<file path="src/rtl/infra_pkg.sv">
// Shared constants for the IR line-sensor scan controller: channel map and steering codes.
package infra_pkg;

    localparam int unsigned NCH  = 3;
    localparam int unsigned CH_R = 0;
    localparam int unsigned CH_C = 1;
    localparam int unsigned CH_L = 2;

    localparam logic [1:0] DIR_STRAIGHT = 2'b00;
    localparam logic [1:0] DIR_LEFT     = 2'b01;
    localparam logic [1:0] DIR_RIGHT    = 2'b10;
    localparam logic [1:0] DIR_LOST     = 2'b11;

    // Map the {left, center, right} stable pattern onto a steering code.
    function automatic logic [1:0] dir_encode(input logic [NCH-1:0] lcr);
        logic [1:0] code;
        case (lcr)
            3'b010, 3'b111: code = DIR_STRAIGHT;
            3'b100, 3'b110: code = DIR_LEFT;
            3'b001, 3'b011: code = DIR_RIGHT;
            default:        code = DIR_LOST;
        endcase
        return code;
    endfunction

endpackage

</file>
<file path="src/rtl/ir_debounce.sv">
// One IR channel: 2-flop synchronizer, disagreement run counter and accepted stable bit.
module ir_debounce #(
    parameter int unsigned DEB_N = 4
) (
    input  logic clk,
    input  logic rst,
    input  logic raw_i,
    input  logic sample_en_i,
    input  logic clear_i,
    output logic stable_o,
    output logic changed_c_o
);

    localparam int unsigned RUN_W = (DEB_N > 1) ? $clog2(DEB_N) : 1;

    logic             sync1_q;
    logic             sync2_q;
    logic             stable_q;
    logic             stable_d;
    logic [RUN_W-1:0] run_q;
    logic [RUN_W-1:0] run_d;

    // A new value is accepted only after DEB_N consecutive disagreeing samples.
    always_comb begin
        run_d       = run_q;
        stable_d    = stable_q;
        changed_c_o = 1'b0;
        if (clear_i) begin
            run_d = '0;
        end else if (sample_en_i) begin
            if (sync2_q == stable_q) begin
                run_d = '0;
            end else if (run_q == RUN_W'(DEB_N - 1)) begin
                stable_d    = sync2_q;
                run_d       = '0;
                changed_c_o = 1'b1;
            end else begin
                run_d = run_q + RUN_W'(1);
            end
        end
    end

    always_ff @(posedge clk) begin
        if (rst) begin
            sync1_q  <= 1'b0;
            sync2_q  <= 1'b0;
            stable_q <= 1'b0;
            run_q    <= '0;
        end else begin
            sync1_q  <= raw_i;
            sync2_q  <= sync1_q;
            stable_q <= stable_d;
            run_q    <= run_d;
        end
    end

    assign stable_o = stable_q;

endmodule

</file>
<file path="src/rtl/infra_scan_ctrl.sv">
// IR line-sensor scan controller: round-robin sample ticks, per-channel debounce,
// registered steering code, sticky change interrupt and change counter.
module infra_scan_ctrl
    import infra_pkg::*;
#(
    parameter int unsigned SAMPLE_DIV = 1000,
    parameter int unsigned DEB_N      = 4,
    parameter int unsigned CNT_W      = 10
) (
    input  logic           clk,
    input  logic           rst,
    input  logic           en,
    input  logic [NCH-1:0] ir_raw,
    input  logic           irq_ack,
    output logic [NCH-1:0] ir_stable,
    output logic [1:0]     dir,
    output logic           irq,
    output logic [7:0]     changes
);

    localparam int unsigned CH_W  = 2;
    localparam int unsigned CHG_W = 8;

    logic [CNT_W-1:0] cnt_q;
    logic [CNT_W-1:0] cnt_d;
    logic [CH_W-1:0]  ch_q;
    logic [CH_W-1:0]  ch_d;
    logic [1:0]       dir_q;
    logic [1:0]       dir_d;
    logic             irq_q;
    logic             irq_d;
    logic [CHG_W-1:0] changes_q;
    logic [CHG_W-1:0] changes_d;

    logic             tick_c;
    logic             accept_c;
    logic [NCH-1:0]   sample_en_c;
    logic [NCH-1:0]   changed_c;

    assign tick_c   = en && (cnt_q == CNT_W'(SAMPLE_DIV - 1));
    assign accept_c = |changed_c;

    // Only the scheduled channel samples on a tick, so at most one change per cycle.
    for (genvar c = 0; c < NCH; c++) begin : g_ch
        assign sample_en_c[c] = tick_c && (ch_q == CH_W'(c));

        ir_debounce #(
            .DEB_N(DEB_N)
        ) u_deb (
            .clk        (clk),
            .rst        (rst),
            .raw_i      (ir_raw[c]),
            .sample_en_i(sample_en_c[c]),
            .clear_i    (!en),
            .stable_o   (ir_stable[c]),
            .changed_c_o(changed_c[c])
        );
    end

    always_comb begin
        cnt_d     = cnt_q;
        ch_d      = ch_q;
        irq_d     = irq_q;
        changes_d = changes_q + CHG_W'(accept_c);
        dir_d     = dir_encode({ir_stable[CH_L], ir_stable[CH_C], ir_stable[CH_R]});

        if (!en) begin
            cnt_d = '0;
            ch_d  = '0;
        end else if (tick_c) begin
            cnt_d = '0;
            ch_d  = (ch_q == CH_W'(NCH - 1)) ? '0 : ch_q + CH_W'(1);
        end else begin
            cnt_d = cnt_q + CNT_W'(1);
        end

        // A new accepted change outranks a simultaneous acknowledge.
        if (accept_c) begin
            irq_d = 1'b1;
        end else if (irq_ack) begin
            irq_d = 1'b0;
        end
    end

    always_ff @(posedge clk) begin
        if (rst) begin
            cnt_q     <= '0;
            ch_q      <= '0;
            dir_q     <= DIR_LOST;
            irq_q     <= 1'b0;
            changes_q <= '0;
        end else begin
            cnt_q     <= cnt_d;
            ch_q      <= ch_d;
            dir_q     <= dir_d;
            irq_q     <= irq_d;
            changes_q <= changes_d;
        end
    end

    assign dir     = dir_q;
    assign irq     = irq_q;
    assign changes = changes_q;

endmodule
</file>
<file path="config.mk">
export PLATFORM = sky130hd
export DESIGN_NAME = infra_scan_ctrl
export DESIGN_NICKNAME = d
export VERILOG_FILES = /design/src/rtl/infra_pkg.sv /design/src/rtl/ir_debounce.sv /design/src/rtl/infra_scan_ctrl.sv
export SDC_FILE = /design/constraint.sdc
export NUM_CORES = 1
export LEC_CHECK = 0
export ABC_CLOCK_PERIOD_IN_PS = 2900
export CAP_MARGIN = 20
export CELL_PAD_IN_SITES_DETAIL_PLACEMENT = 0
export CELL_PAD_IN_SITES_GLOBAL_PLACEMENT = 1
export CORE_MARGIN = 5
export CORE_UTILIZATION = 41
export CTS_CLUSTER_SIZE = 10
export DETAILED_ROUTE_END_ITERATION = 12
export HOLD_SLACK_MARGIN = 0.12
export PLACE_DENSITY = 0.87
export SYNTH_ARGS = -nofsm -noshare
export SYNTH_HDL_FRONTEND = slang
export SYNTH_SLANG_ARGS = --single-unit
</file>
<file path="constraint.sdc">
create_clock -name clk -period 2.9 [get_ports clk]
set_input_delay 0.58 -clock clk [delete_from_list [all_inputs] [get_ports clk]]
set_output_delay 0.58 -clock clk [all_outputs]
set_load 0.05 [all_outputs]
</file>
# After elaboration in Yosys (flattened, before gate mapping)
# Cells that the tools add are included.
dict set report op_classes {
  addsub 6
  muxes 22
  n_bitwise 4
  reduce_logical 15
  n_eq_ne 15
}
# cell count
set ops {}
lappend ops {{$mux W1} 14}
lappend ops {{$mux W2} 7}
lappend ops {{$reduce_and A4 Y1} 3}
lappend ops {{$add A10 B1 Y10 const B} 1}
lappend ops {{$eq A10 B10 Y1 const B} 1}
lappend ops {{$eq A3 B3 Y1 const B} 3}
lappend ops {{$add A2 B1 Y2 const B} 4}
lappend ops {{$add A8 B1 Y8} 1}
lappend ops {{$eq A2 B2 Y1 const B} 4}
lappend ops {{$reduce_or A2 Y1} 4}
lappend ops {{$eq A3 B2 Y1 const B} 2}
lappend ops {{$pmux W2 S3} 1}
lappend ops {{$reduce_or A3 Y1} 2}
lappend ops {{$logic_and A1 B1 Y1} 4}
lappend ops {{$not A1 Y1} 4}
lappend ops {{$eq A1 B1 Y1} 3}
lappend ops {{$eq A3 B1 Y1 const B} 1}
lappend ops {{$eq A2 B1 Y1 const B} 1}
lappend ops {{$logic_not A2 Y1} 1}
lappend ops {{$reduce_bool A2 Y1} 1}
dict set report totals {
  output_inout_bits 14
  ff_bits 38
  input_bits 7
  word_cells 79
}

# Longest topological paths before layout
# Gate-level depths: netlist of the first run.
dict set report depth {
  word_depth 7
  ltp_mapped 10
  mapped_depth_nobuf 9
}

# Cells and area by module
# A second synthesis of the first run with hierarchy kept.
dict set report hier_totals {
  hier_cells 171
  area_unflattened_um2 1597.8
}
# module instances cells_per_inst seq_area_each_um2 area_per_inst_um2
set by_module_without_submodules {}
lappend by_module_without_submodules {infra_scan_ctrl 1 111 460.4 997.2}
lappend by_module_without_submodules {ir_debounce 3 20 100.1 200.2}

# Least setup slack after synthesis of the first run
# No wires, ideal clock.
dict set report synth_timing {
  kind {reg-to-reg}
  startpoint {register cnt_q[0]}
  endpoint {register changes_q[5], in the netlist changes[5]}
  t_arrival_ns 1.946
  path_slack_ns 0.828
  period_less_slack_ns 2.072
  setup_ns 0.126
  path_buffers 1
  stages_incl_launch_ff 11
  t_required_ns 2.774
  path_cell_list {dfxtp_1 > ha_1 > nand2_1 > or3_1 > buf_2 > a21oi_1 > ha_1 > and3_1 > nand3_1 > xor2_1 > nor2_1}
}
dict set report synth_via {
  elab_chain_cells 7
  elab_cells_between_ends 13
  classes_between {add/sub: 1; eq/ne: 1; mux: 6; reduce/logical: 5}
}
# element line
set synth_rtl {}
lappend synth_rtl {{start, declared} infra_scan_ctrl.sv:24} ;# logic [CNT_W-1:0] cnt_q;
lappend synth_rtl {{start signal, assigned} infra_scan_ctrl.sv:93} ;# cnt_q <= cnt_d;
lappend synth_rtl {{$eq A10 B10 Y1 (*)} infra_scan_ctrl.sv:40} ;# assign tick_c = en && (cnt_q == CNT_W'(SAMPLE_DIV - 1));
lappend synth_rtl {{$logic_and A1 B1 Y1 (*)} infra_scan_ctrl.sv:40}
lappend synth_rtl {{$logic_and A1 B1 Y1} infra_scan_ctrl.sv:45} ;# assign sample_en_c[c] = tick_c && (ch_q == CH_W'(c));
lappend synth_rtl {{$mux W1} ir_debounce.sv:30} ;# end else if (sample_en_i) begin
lappend synth_rtl {{$mux W1} ir_debounce.sv:28} ;# if (clear_i) begin
lappend synth_rtl {{$reduce_or A3 Y1 (*)} infra_scan_ctrl.sv:41} ;# assign accept_c = |changed_c;
lappend synth_rtl {{named net accept_c} infra_scan_ctrl.sv:36} ;# logic accept_c;
lappend synth_rtl {{$add A8 B1 Y8 (*)} infra_scan_ctrl.sv:64} ;# changes_d = changes_q + CHG_W'(accept_c);
lappend synth_rtl {{end signal, assigned} infra_scan_ctrl.sv:97} ;# changes_q <= changes_d;
lappend synth_rtl {{end, declared} infra_scan_ctrl.sv:32} ;# logic [CHG_W-1:0] changes_q;
# The timed path passes the listed nets; every way through them passes the cells marked *.
# A chain may end at the register's enable or synchronous reset.

# Worst setup path after layout of the first run
dict set report layout_timing {
  startpoint {input en}
  endpoint {register changes_q[7], in the netlist changes[7]}
}
dict set report layout_via {
  elab_chain_cells 6
  elab_cells_between_ends 12
  classes_between {add/sub: 1; mux: 6; reduce/logical: 5}
}
# element line
set layout_rtl {}
lappend layout_rtl {{start, declared} infra_scan_ctrl.sv:12} ;# input logic en,
lappend layout_rtl {{$logic_and A1 B1 Y1} infra_scan_ctrl.sv:40}
lappend layout_rtl {{$logic_and A1 B1 Y1} infra_scan_ctrl.sv:45}
lappend layout_rtl {{$mux W1} ir_debounce.sv:30}
lappend layout_rtl {{$mux W1} ir_debounce.sv:28}
lappend layout_rtl {{$reduce_or A3 Y1 (*)} infra_scan_ctrl.sv:41}
lappend layout_rtl {{named net accept_c} infra_scan_ctrl.sv:36}
lappend layout_rtl {{$add A8 B1 Y8 (*)} infra_scan_ctrl.sv:64}
# Marked as above.

==> metrics.cfg, run 1 <==
[clocking]
clk_pin_slew_ns=0.07
cts_setup_buffers=0
hold_buffers=0
root_buffer=clkbuf_8
h-tree-depth=2
cts-buffers-inserted=5
cts_resized=0
cts_sinks=38
clk_path_buf_depth=2
clkLatencyLatePin_ns=0.28
cts_tree=built

[cells_and_area]
final_cell_mix=dfxtp_1, nor2_1, clkdlybuf4s50_1
areaGrowthSynthToFinish_pct=22.1
drive_gt1_share_pct=8.59
nNetsFinal=210
layout_commonest_cell=dfxtp_1
antennaDiodeCount=0

[place]
globalplace.congestion=0.815
dp_hpwl_mm=2.39
io_buffers=20
pre_cts_slack_ns=0.234

[setup_path]
worst_r2r_path_depth=9
worstPathRequired_ns=3.11
reg2reg_from=cnt_q[0]
r2r_slack_ns=0.75
worstReg2RegEnd=changes[7]
cp_max_fo=5
crit_arrival_ns=2.60
crit_start=en
path_class=primary input to flip-flop
critPathCaptureType=flip-flop
cp-start-kind=primary input

[pwr]
vdd_ir_drop_max_uv=277
power_density_nw_per_um2=489
cellLeakagePower_nw=0.719

[sta]
finClkSkew_ns=0.00259
worst_pin_slew_ns=0.614
fin_tns_setup_ns=0
setup_ws_ns=0.519
fmax_mhz=420
slew_viol_final=0
rsz0062_at_grt=false
period_share_pct=82.1
setup_viol=0
finalHoldViolations=0
period_needed_ns=2.38
maxSlewHeadroom_pct=58.7

[run_status]
outcome=completed

[detailed_routing]
vias=1238
viasPerCell=5.03
wl_per_cell_um=12.3
drt_first_iter_violations=60
ant_nets=0
drc_errors=0
first_pass_iters=4
wirelength_mm=3.01

[yosys]
synthAdderAreaFrac_pct=5.25
synthSimpleGateAreaFrac_pct=26.2
synth_xor_area_share_pct=9.18
syn_area_um2=1620
synth_mux_area_share_pct=3.09
synth-seq-cells=38
synth.distinct_cells=32
syn_area_per_cell_um2=9.37
ys_seq_area_share_pct=46.9
synth_top_family_by_area=simple AND/OR/NAND/NOR gates
netlist_instances=173
synth-compound-area-share_pct=6.33
synth.net_count=186
ys.warnings.count=0

[floorplan]
pin_count=21
dieArea_um2=5310
chipHeight_um=72.9
initial_utilization_pct=43.3
num_rows=22
chipWidth_um=72.9
core_area_um2=3740

[min_path]
hold_path_end=g_ch[2].u_deb.sync2_q
worstHoldStart=g_ch[2].u_deb.sync1_q
whs_path_depth=1
hp-class=flip-flop to flip-flop

[run]
cap_violations=0

[grt]
grtUsageTotal_pct=12.8
grt_pass1_wl_mm=5.31
grt_pass1_vias=1246
overflow=0
antenna_found_initial=0
grt_max_degree=15

## through the flow
step | hold WS, ns | total power [W] | util (%) | cells | cell area, µm²
5_1_grt | 0.465 | 0.00101 | 52.9 | 246 | 1980
6_report | 0.445 | 0.000967 | 52.9 | 246 | 1980
4_1_cts | 0.452 | 0.000982 | 52.9 | 246 | 1980
2_1_floorplan | 0.414 | 0.000556 | - | 173 | 1620
3_5_place_dp | 0.433 | 0.000572 | 49.9 | 238 | 1870
3_3_place_gp | 0.425 | 0.000570 | 49.9 | 238 | 1870
## power by group
part	internal [W]	total, W	switching, W
logic	0.0000150	0.0000302	0.0000152
registers	0.000527	0.000530	0.00000272
clock network	0.000240	0.000407	0.000168
total	0.000782	0.000967	0.000185
## final cells by class
type	count	area, µm²
Fill cell	364	1760
Multi-Input combinational cell	125	811
Sequential cell	38	761
Timing Repair Buffer	23	223
Clock buffer	8	110
Tap cell	48	60.1
Inverter	4	15.0
## synth_stat cells
master	n	area share, %
nand4_2	1	0.77
nor3b_1	2	0.93
nand4_1	3	1.2
a31o_2	2	1.1
o41ai_2	1	1.0
or3_1	1	0.39
xor2_1	8	4.3
mux2i_1	5	3.1
a21oi_1	6	1.9
nor4b_2	1	0.93
a21o_1	1	0.46
nand2b_1	5	1.9
nand3_1	10	3.1
maj3_1	1	0.62
buf_4	3	1.4
o21ai_0	5	1.5
nor4_1	1	0.39
nor2b_1	12	4.6
and2_1	1	0.39
ha_1	6	4.6
dfxtp_1	38	47
nor3_1	5	1.5
and3_1	4	1.5
nand2_1	7	1.6
clkbuf_1	2	0.46
nor2_1	25	5.8
a31oi_1	1	0.39
inv_1	4	0.93
buf_2	1	0.31
xnor2_1	9	4.9
nand2_2	1	0.39
nand4bb_1	1	0.69
## worst max-delay path: stages
cell and delay (ns):
clkdlybuf4s50_1 0.56, nand2_1 0.14, or3_1 0.40, a21oi_1 0.14
ha_1 0.18, and3_1 0.22, nand3_1 0.12, xor2_1 0.15
nor2_1 0.10
## cell families after synthesis
logic type               after synthesis
AO/OA/AOI/OAI                         16
multiplexers                           5
adder cells (fa/ha/maj)                7
XOR/XNOR                              17
buffers and inverters                 10
AND/OR/NAND/NOR                       80
flip-flops                            38
## state kept, by name (all words and copies together), names as in the netlist
register,cells
g_ch.u_deb.run_q,6
cnt_q,10
irq,1
ch_q,2
g_ch.u_deb.sync1_q,3
dir,2
g_ch.u_deb.sync2_q,3
changes,8
g_ch.u_deb.stable_o,3
## routing by layer
layer  GRT usage [%]  up-vias  wire, µm
li1                -      626         -
met1            15.4      576      1370
met2            20.6       30      1400
met3            3.99        6       195
met4            5.74        0        49
met5               0        -         0
## worst max path at each step
stage                     slack [ns]          to  depth (start not counted)
final                           0.52  changes[7]                          9
after global routing            0.40  changes[5]                          9
after CTS                       0.53  changes[7]                          9
after detailed placement        0.23  changes[7]                          9
after global placement          0.35  changes[7]                          9
after floorplan                 0.83  changes[5]                         10
Note: power is estimated with default switching activity, not from simulation.
==> run 2, diff against run 1 <==
ABC_CLOCK_PERIOD_IN_PS = 2400   (was 2900)
clock period = 2.4 ns   (was 2.9 ns; I/O delays follow)
==> metrics.cfg, run 2 (synthesis gave the netlist of run 1 again) <==
[sta]
finalHoldViolations=0  ; unchanged
fmax_mhz=476
slew_viol_final=0  ; unchanged
finClkSkew_ns=0.00766  ; was 0.00259 ns
maxSlewHeadroom_pct=58.9  ; was 58.7%
setup_viol=0  ; unchanged
setup_ws_ns=0.300  ; was 0.519 ns
period_needed_ns=2.10
period_share_pct=87.5
rsz0062_at_grt=false  ; unchanged
worst_pin_slew_ns=0.610  ; was 0.614 ns

[cells_and_area]
antennaDiodeCount=0  ; unchanged
largest_reg_flops=10  ; unchanged
areaGrowthSynthToFinish_pct=23.2  ; was 22.1%
final_cell_mix=dfxtp_1, nor2_1, clkdlybuf4s50_1  ; unchanged
regArea_um2=761  ; unchanged
multi_input_area_um2=811  ; unchanged
top_register=cnt_q  ; unchanged
final_util_pct=53.4  ; was 52.9%
nNetsFinal=215  ; was 210
n_fill_cell=358  ; was 364
drive_gt1_share_pct=10.3  ; was 8.59%
layout.cells.non_filler=251  ; was 246
layout_commonest_cell=dfxtp_1  ; unchanged

[clocking]
cts_setup_buffers=0  ; unchanged
clkLatencyLatePin_ns=0.29  ; was 0.28 ns
cts-buffers-inserted=5  ; unchanged
root_buffer=clkbuf_8  ; unchanged
cts_sinks=38  ; unchanged
h-tree-depth=2  ; unchanged
cts_tree=built  ; unchanged
hold_buffers=0  ; unchanged
clk_path_buf_depth=2  ; unchanged
clk_pin_slew_ns=0.07  ; about the same
cts_resized=0  ; unchanged

[detailed_routing]
routed.top_layer=met4  ; unchanged
met2_length_mm=1.39  ; was 1.40 mm
dr_wl_met3_um=172  ; was 195 µm
drc_errors=0  ; unchanged
ant_nets=0  ; unchanged
first_pass_iters=4  ; unchanged
vias=1262  ; was 1,238
viasPerCell=5.03  ; about the same
wirelength_mm=3.06  ; was 3.01 mm
drt_first_iter_violations=57  ; was 60
routedLengthMet1_mm=1.43  ; was 1.37 mm
wl_per_cell_um=12.2  ; was 12.3 µm

[floorplan]
num_rows=22  ; unchanged
initial_utilization_pct=43.3  ; unchanged
dieArea_um2=5310  ; unchanged
core_area_um2=3740  ; unchanged
chipHeight_um=72.9  ; unchanged
chipWidth_um=72.9  ; unchanged
pin_count=21  ; unchanged

[run_status]
outcome=completed  ; unchanged

[min_path]
worstHoldStart=g_ch[1].u_deb.sync1_q  ; was g_ch[2].u_deb.sync1_q
hold_path_end=g_ch[1].u_deb.sync2_q  ; was g_ch[2].u_deb.sync2_q
whs_path_depth=1  ; unchanged
hp-class=flip-flop to flip-flop  ; unchanged

[pwr]
power_density_nw_per_um2=560  ; was 489 nW/µm²
vdd_ir_drop_max_uv=430  ; was 277 µV
cellLeakagePower_nw=0.732  ; was 0.719 nW
total_power_w=0.00112  ; was 0.000967 W

[setup_path]
cp-start-kind=flip-flop  ; was primary input
cp_num_buf_inv=1  ; unchanged
path_class=flip-flop to output pin  ; was primary input to flip-flop
r2r_slack_ns=0.34  ; was 0.75 ns
cp_num_cells=1  ; was 9
crit_chain=clkdlybuf4s50_1  ; was clkdlybuf4s50_1, nand2_1, or3_1, a21oi_1, ha_1, and3_1, nand3_1, xor2_1, nor2_1
worst_path_max_delay_cell=clkdlybuf4s50_1  ; unchanged
reg2reg_from=g_ch[0].u_deb.run_q[0]  ; was cnt_q[0]
slowest_delay_ns=0.87  ; was 0.56 ns
worstPathRequired_ns=1.92  ; was 3.11 ns
cp_max_fo=5  ; unchanged
crit_start=g_ch[2].u_deb.stable_o  ; was en
critPathTopFamily=buffers and inverters  ; was simple AND/OR/NAND/NOR gates
worst_r2r_path_depth=9  ; unchanged
worstReg2RegEnd=changes[6]  ; was changes[7]
critPathCaptureType=output pin  ; was flip-flop
crit_arrival_ns=1.62  ; was 2.60 ns

[grt]
antenna_found_initial=0  ; unchanged
grt_pass1_wl_mm=5.51  ; was 5.31 mm
overflow=0  ; unchanged
grtUsageTotal_pct=13.4  ; was 12.8%
grt_max_degree=23  ; was 15
grt_pass1_vias=1276  ; was 1,246

[run]
cap_violations=0  ; unchanged

[place]
globalplace.congestion=0.783  ; was 0.815
dp.cells=243  ; was 238
io_buffers=20  ; unchanged
dp_hpwl_mm=2.38  ; was 2.39 mm
pre_cts_slack_ns=-0.00415  ; was 0.234 ns

==> run 2: cell count changes in the layout (fill, tap and decap cells not counted) <==
cell	change
buf_4	+5
clkbuf_1	+1
clkbuf_8	-2
clkinv_2	+1
==> run 2: layout make-up <==
class | instances | area share (%)
multi-input cells | 125 | 40.6
clock buffers | 7 | 4.32
well taps | 48 | 3.01
inverters | 4 | 0.751
clock inverters | 1 | 0.250
repair buffers | 28 | 13.0
flip-flops and latches | 38 | 38.1
==> run 2: layer usage <==
metal | up-vias | GRT usage [%]
li1 | 641 | -
met1 | 582 | 16.6
met2 | 32 | 21.1
met3 | 7 | 3.44
met4 | 0 | 7.38
met5 | - | 0
==> run 2: power breakdown <==
group	leakage, nW	switching (W)	internal, W
combinational	0.376	0.0000183	0.0000193
clock	0.0482	0.000211	0.000231
sequential	0.308	0.00000321	0.000637
==> run 2: worst max-delay path by stage <==
stage | endpoint
CTS | changes[6]
floorplan | changes[5]
global placement | changes[7]
global route | changes[4]
detailed placement | changes[6]
finish | ir_stable[2]
==> run 2: through the flow <==
step | hold WS (ns) | area [µm²] | setup TNS (ns)
floorplan | 0.414 | 1620 | 0
global placement | 0.429 | 1910 | 0
detailed placement | 0.428 | 1910 | -0.00415
CTS | 0.443 | 2000 | 0
global route | 0.458 | 2000 | 0
finish | 0.442 | 2000 | 0
==> run 3, diff against run 2 <==
==> constraint.sdc (replaced) <==
create_clock -name clk -period 2.4 [get_ports clk]
set_input_delay 0.48 -clock clk [delete_from_list [all_inputs] [get_ports clk]]
set_output_delay 0.48 -clock clk [all_outputs]
set_load 0.1 [all_outputs]
==> metrics.cfg, run 3 (synthesis gave the netlist of run 1 again) <==
[setup_path]
critPathCaptureType=flip-flop  ; was output pin
crit_chain=ha_1, nor3b_1, o21ai_0, a21oi_1, ha_1, and3_1, nand3_1, xor2_1, nor2_1  ; was clkdlybuf4s50_1
worstPathRequired_ns=2.58  ; was 1.92 ns
cp_max_fo=3  ; was 5
endpoint=changes[7]  ; was ir_stable[2]
reg2reg_from=g_ch[0].u_deb.run_q[0]  ; unchanged
cp_num_buf_inv=0  ; was 1
cp_num_cells=9  ; was 1
worst_r2r_path_depth=9  ; unchanged
worstReg2RegEnd=changes[7]  ; was changes[6]
cp-start-kind=flip-flop  ; unchanged
critPathTopFamily=simple AND/OR/NAND/NOR gates  ; was buffers and inverters
path_class=flip-flop to flip-flop  ; was flip-flop to output pin
slowest_delay_ns=0.36  ; was 0.87 ns
crit_start=g_ch[0].u_deb.run_q[0]  ; was g_ch[2].u_deb.stable_o
r2r_slack_ns=0.23  ; was 0.34 ns
crit_arrival_ns=2.35  ; was 1.62 ns
cpMostUsedCell=ha_1
worst_path_max_delay_cell=dfxtp_1  ; was clkdlybuf4s50_1

[place]
dp.cells=243  ; unchanged
pre_cts_slack_ns=-0.0317  ; was -0.00415 ns
io_buffers=20  ; unchanged
globalplace.congestion=0.799  ; was 0.783
dp_hpwl_mm=2.32  ; was 2.38 mm

[sta]
setup_ws_ns=0.230  ; was 0.300 ns
finalHoldViolations=0  ; unchanged
setup_viol=0  ; unchanged
finClkSkew_ns=0.00331  ; was 0.00766 ns
fmax_mhz=461  ; was 476 MHz
period_needed_ns=2.17  ; was 2.10 ns
slew_viol_final=0  ; unchanged
maxSlewHeadroom_pct=56.4  ; was 58.9%
worst_pin_slew_ns=0.648  ; was 0.610 ns
rsz0062_at_grt=false  ; unchanged
period_share_pct=90.4  ; was 87.5%
holdWs_ns=0.443  ; was 0.442 ns

[detailed_routing]
vias=1244  ; was 1,262
wirelength_mm=3.03  ; was 3.06 mm
drt_first_iter_violations=39  ; was 57
ant_nets=0  ; unchanged
wl_per_cell_um=12.1  ; was 12.2 µm
drc_errors=0  ; unchanged
viasPerCell=4.96  ; was 5.03
first_pass_iters=4  ; unchanged

[grt]
overflow=0  ; unchanged
grt_max_degree=23  ; unchanged
grtUsageTotal_pct=12.9  ; was 13.4%
antenna_found_initial=0  ; unchanged
grt_pass1_wl_mm=5.31  ; was 5.51 mm
grt_pass1_vias=1228  ; was 1,276

[cells_and_area]
drive_gt1_share_pct=17.2  ; was 10.3%
top_register=cnt_q  ; unchanged
nNetsFinal=215  ; unchanged
final_cell_mix=dfxtp_1, nor2_1, buf_4  ; was dfxtp_1, nor2_1, clkdlybuf4s50_1
layout.cells.non_filler=251  ; unchanged
largest_reg_flops=10  ; unchanged
layout_commonest_cell=dfxtp_1  ; unchanged
antennaDiodeCount=0  ; unchanged
areaGrowthSynthToFinish_pct=21.1  ; was 23.2%

[pwr]
cellLeakagePower_nw=0.757  ; was 0.732 nW
vdd_ir_drop_max_uv=392  ; was 430 µV
power_density_nw_per_um2=570  ; was 560 nW/µm²

[clocking]
cts-buffers-inserted=5  ; unchanged
h-tree-depth=2  ; unchanged
cts_setup_buffers=0  ; unchanged
clk_pin_slew_ns=0.07  ; about the same
clkLatencyLatePin_ns=0.29  ; about the same
cts_sinks=38  ; unchanged
clk_path_buf_depth=2  ; unchanged
root_buffer=clkbuf_8  ; unchanged
cts_tree=built  ; unchanged
hold_buffers=0  ; unchanged
cts_resized=0  ; unchanged

[floorplan]
core_area_um2=3740  ; unchanged
chipWidth_um=72.9  ; unchanged
initial_utilization_pct=43.3  ; unchanged
pin_count=21  ; unchanged
num_rows=22  ; unchanged
dieArea_um2=5310  ; unchanged
chipHeight_um=72.9  ; unchanged

[run_status]
outcome=completed  ; unchanged

[run]
cap_violations=0  ; unchanged

[min_path]
worstHoldStart=g_ch[2].u_deb.sync1_q  ; was g_ch[1].u_deb.sync1_q
hp-class=flip-flop to flip-flop  ; unchanged

-- run 3: changes by cell type in the layout (fill, tap and decap cells not counted) --
cell             previous run  this run
buf_4                       8        22
clkdlybuf4s50_1            20         6
-- run 3: worst min-delay path by stage --
stage	endpoint	slack, ns	cells after the start
2_1_floorplan	g_ch[0].u_deb.sync2_q	0.41	1
3_3_place_gp	g_ch[2].u_deb.sync2_q	0.43	1
3_5_place_dp	g_ch[2].u_deb.sync2_q	0.43	1
4_1_cts	g_ch[2].u_deb.sync2_q	0.44	1
5_1_grt	g_ch[1].u_deb.sync2_q	0.46	1
6_report	g_ch[2].u_deb.sync2_q	0.44	1
-- run 3: per-stage QoR --
stage | utilization (%) | power [W] | area, µm² | setup TNS (ns)
4_1_cts | 52.4 | 0.00114 | 1960 | 0
3_5_place_dp | 50.0 | 0.000692 | 1870 | -0.0600
5_1_grt | 52.4 | 0.00116 | 1960 | 0
2_1_floorplan | - | 0.000672 | 1620 | 0
3_3_place_gp | 50.0 | 0.000691 | 1870 | 0
6_report | 52.4 | 0.00112 | 1960 | 0
-- run 3: power breakdown --
part | leakage (nW) | switching, W | internal, W | total (W)
logic | 0.401 | 0.0000185 | 0.0000193 | 0.0000377
clock network | 0.0482 | 0.000211 | 0.000231 | 0.000442
registers | 0.308 | 0.00000325 | 0.000637 | 0.000640
-- run 3: layout make-up --
class	instances	area, µm²
repair buffers	28	225
inverters	4	15.0
flip-flops and latches	38	761
clock inverters	1	5.00
well taps	48	60.1
multi-input cells	125	811
fillers	360	1780
clock buffers	7	86.3
-- run 3: routing by layer --
| metal | vias to the layer above | global-route usage, % | wire [µm] |
|---|---|---|---|
| met4 | 0 | 8.61 | 72 |
| met3 | 5 | 3.72 | 117 |
| li1 | 638 | - | - |
| met2 | 17 | 19.5 | 1370 |
| met5 | - | 0 | 0 |
| met1 | 584 | 15.9 | 1460 |
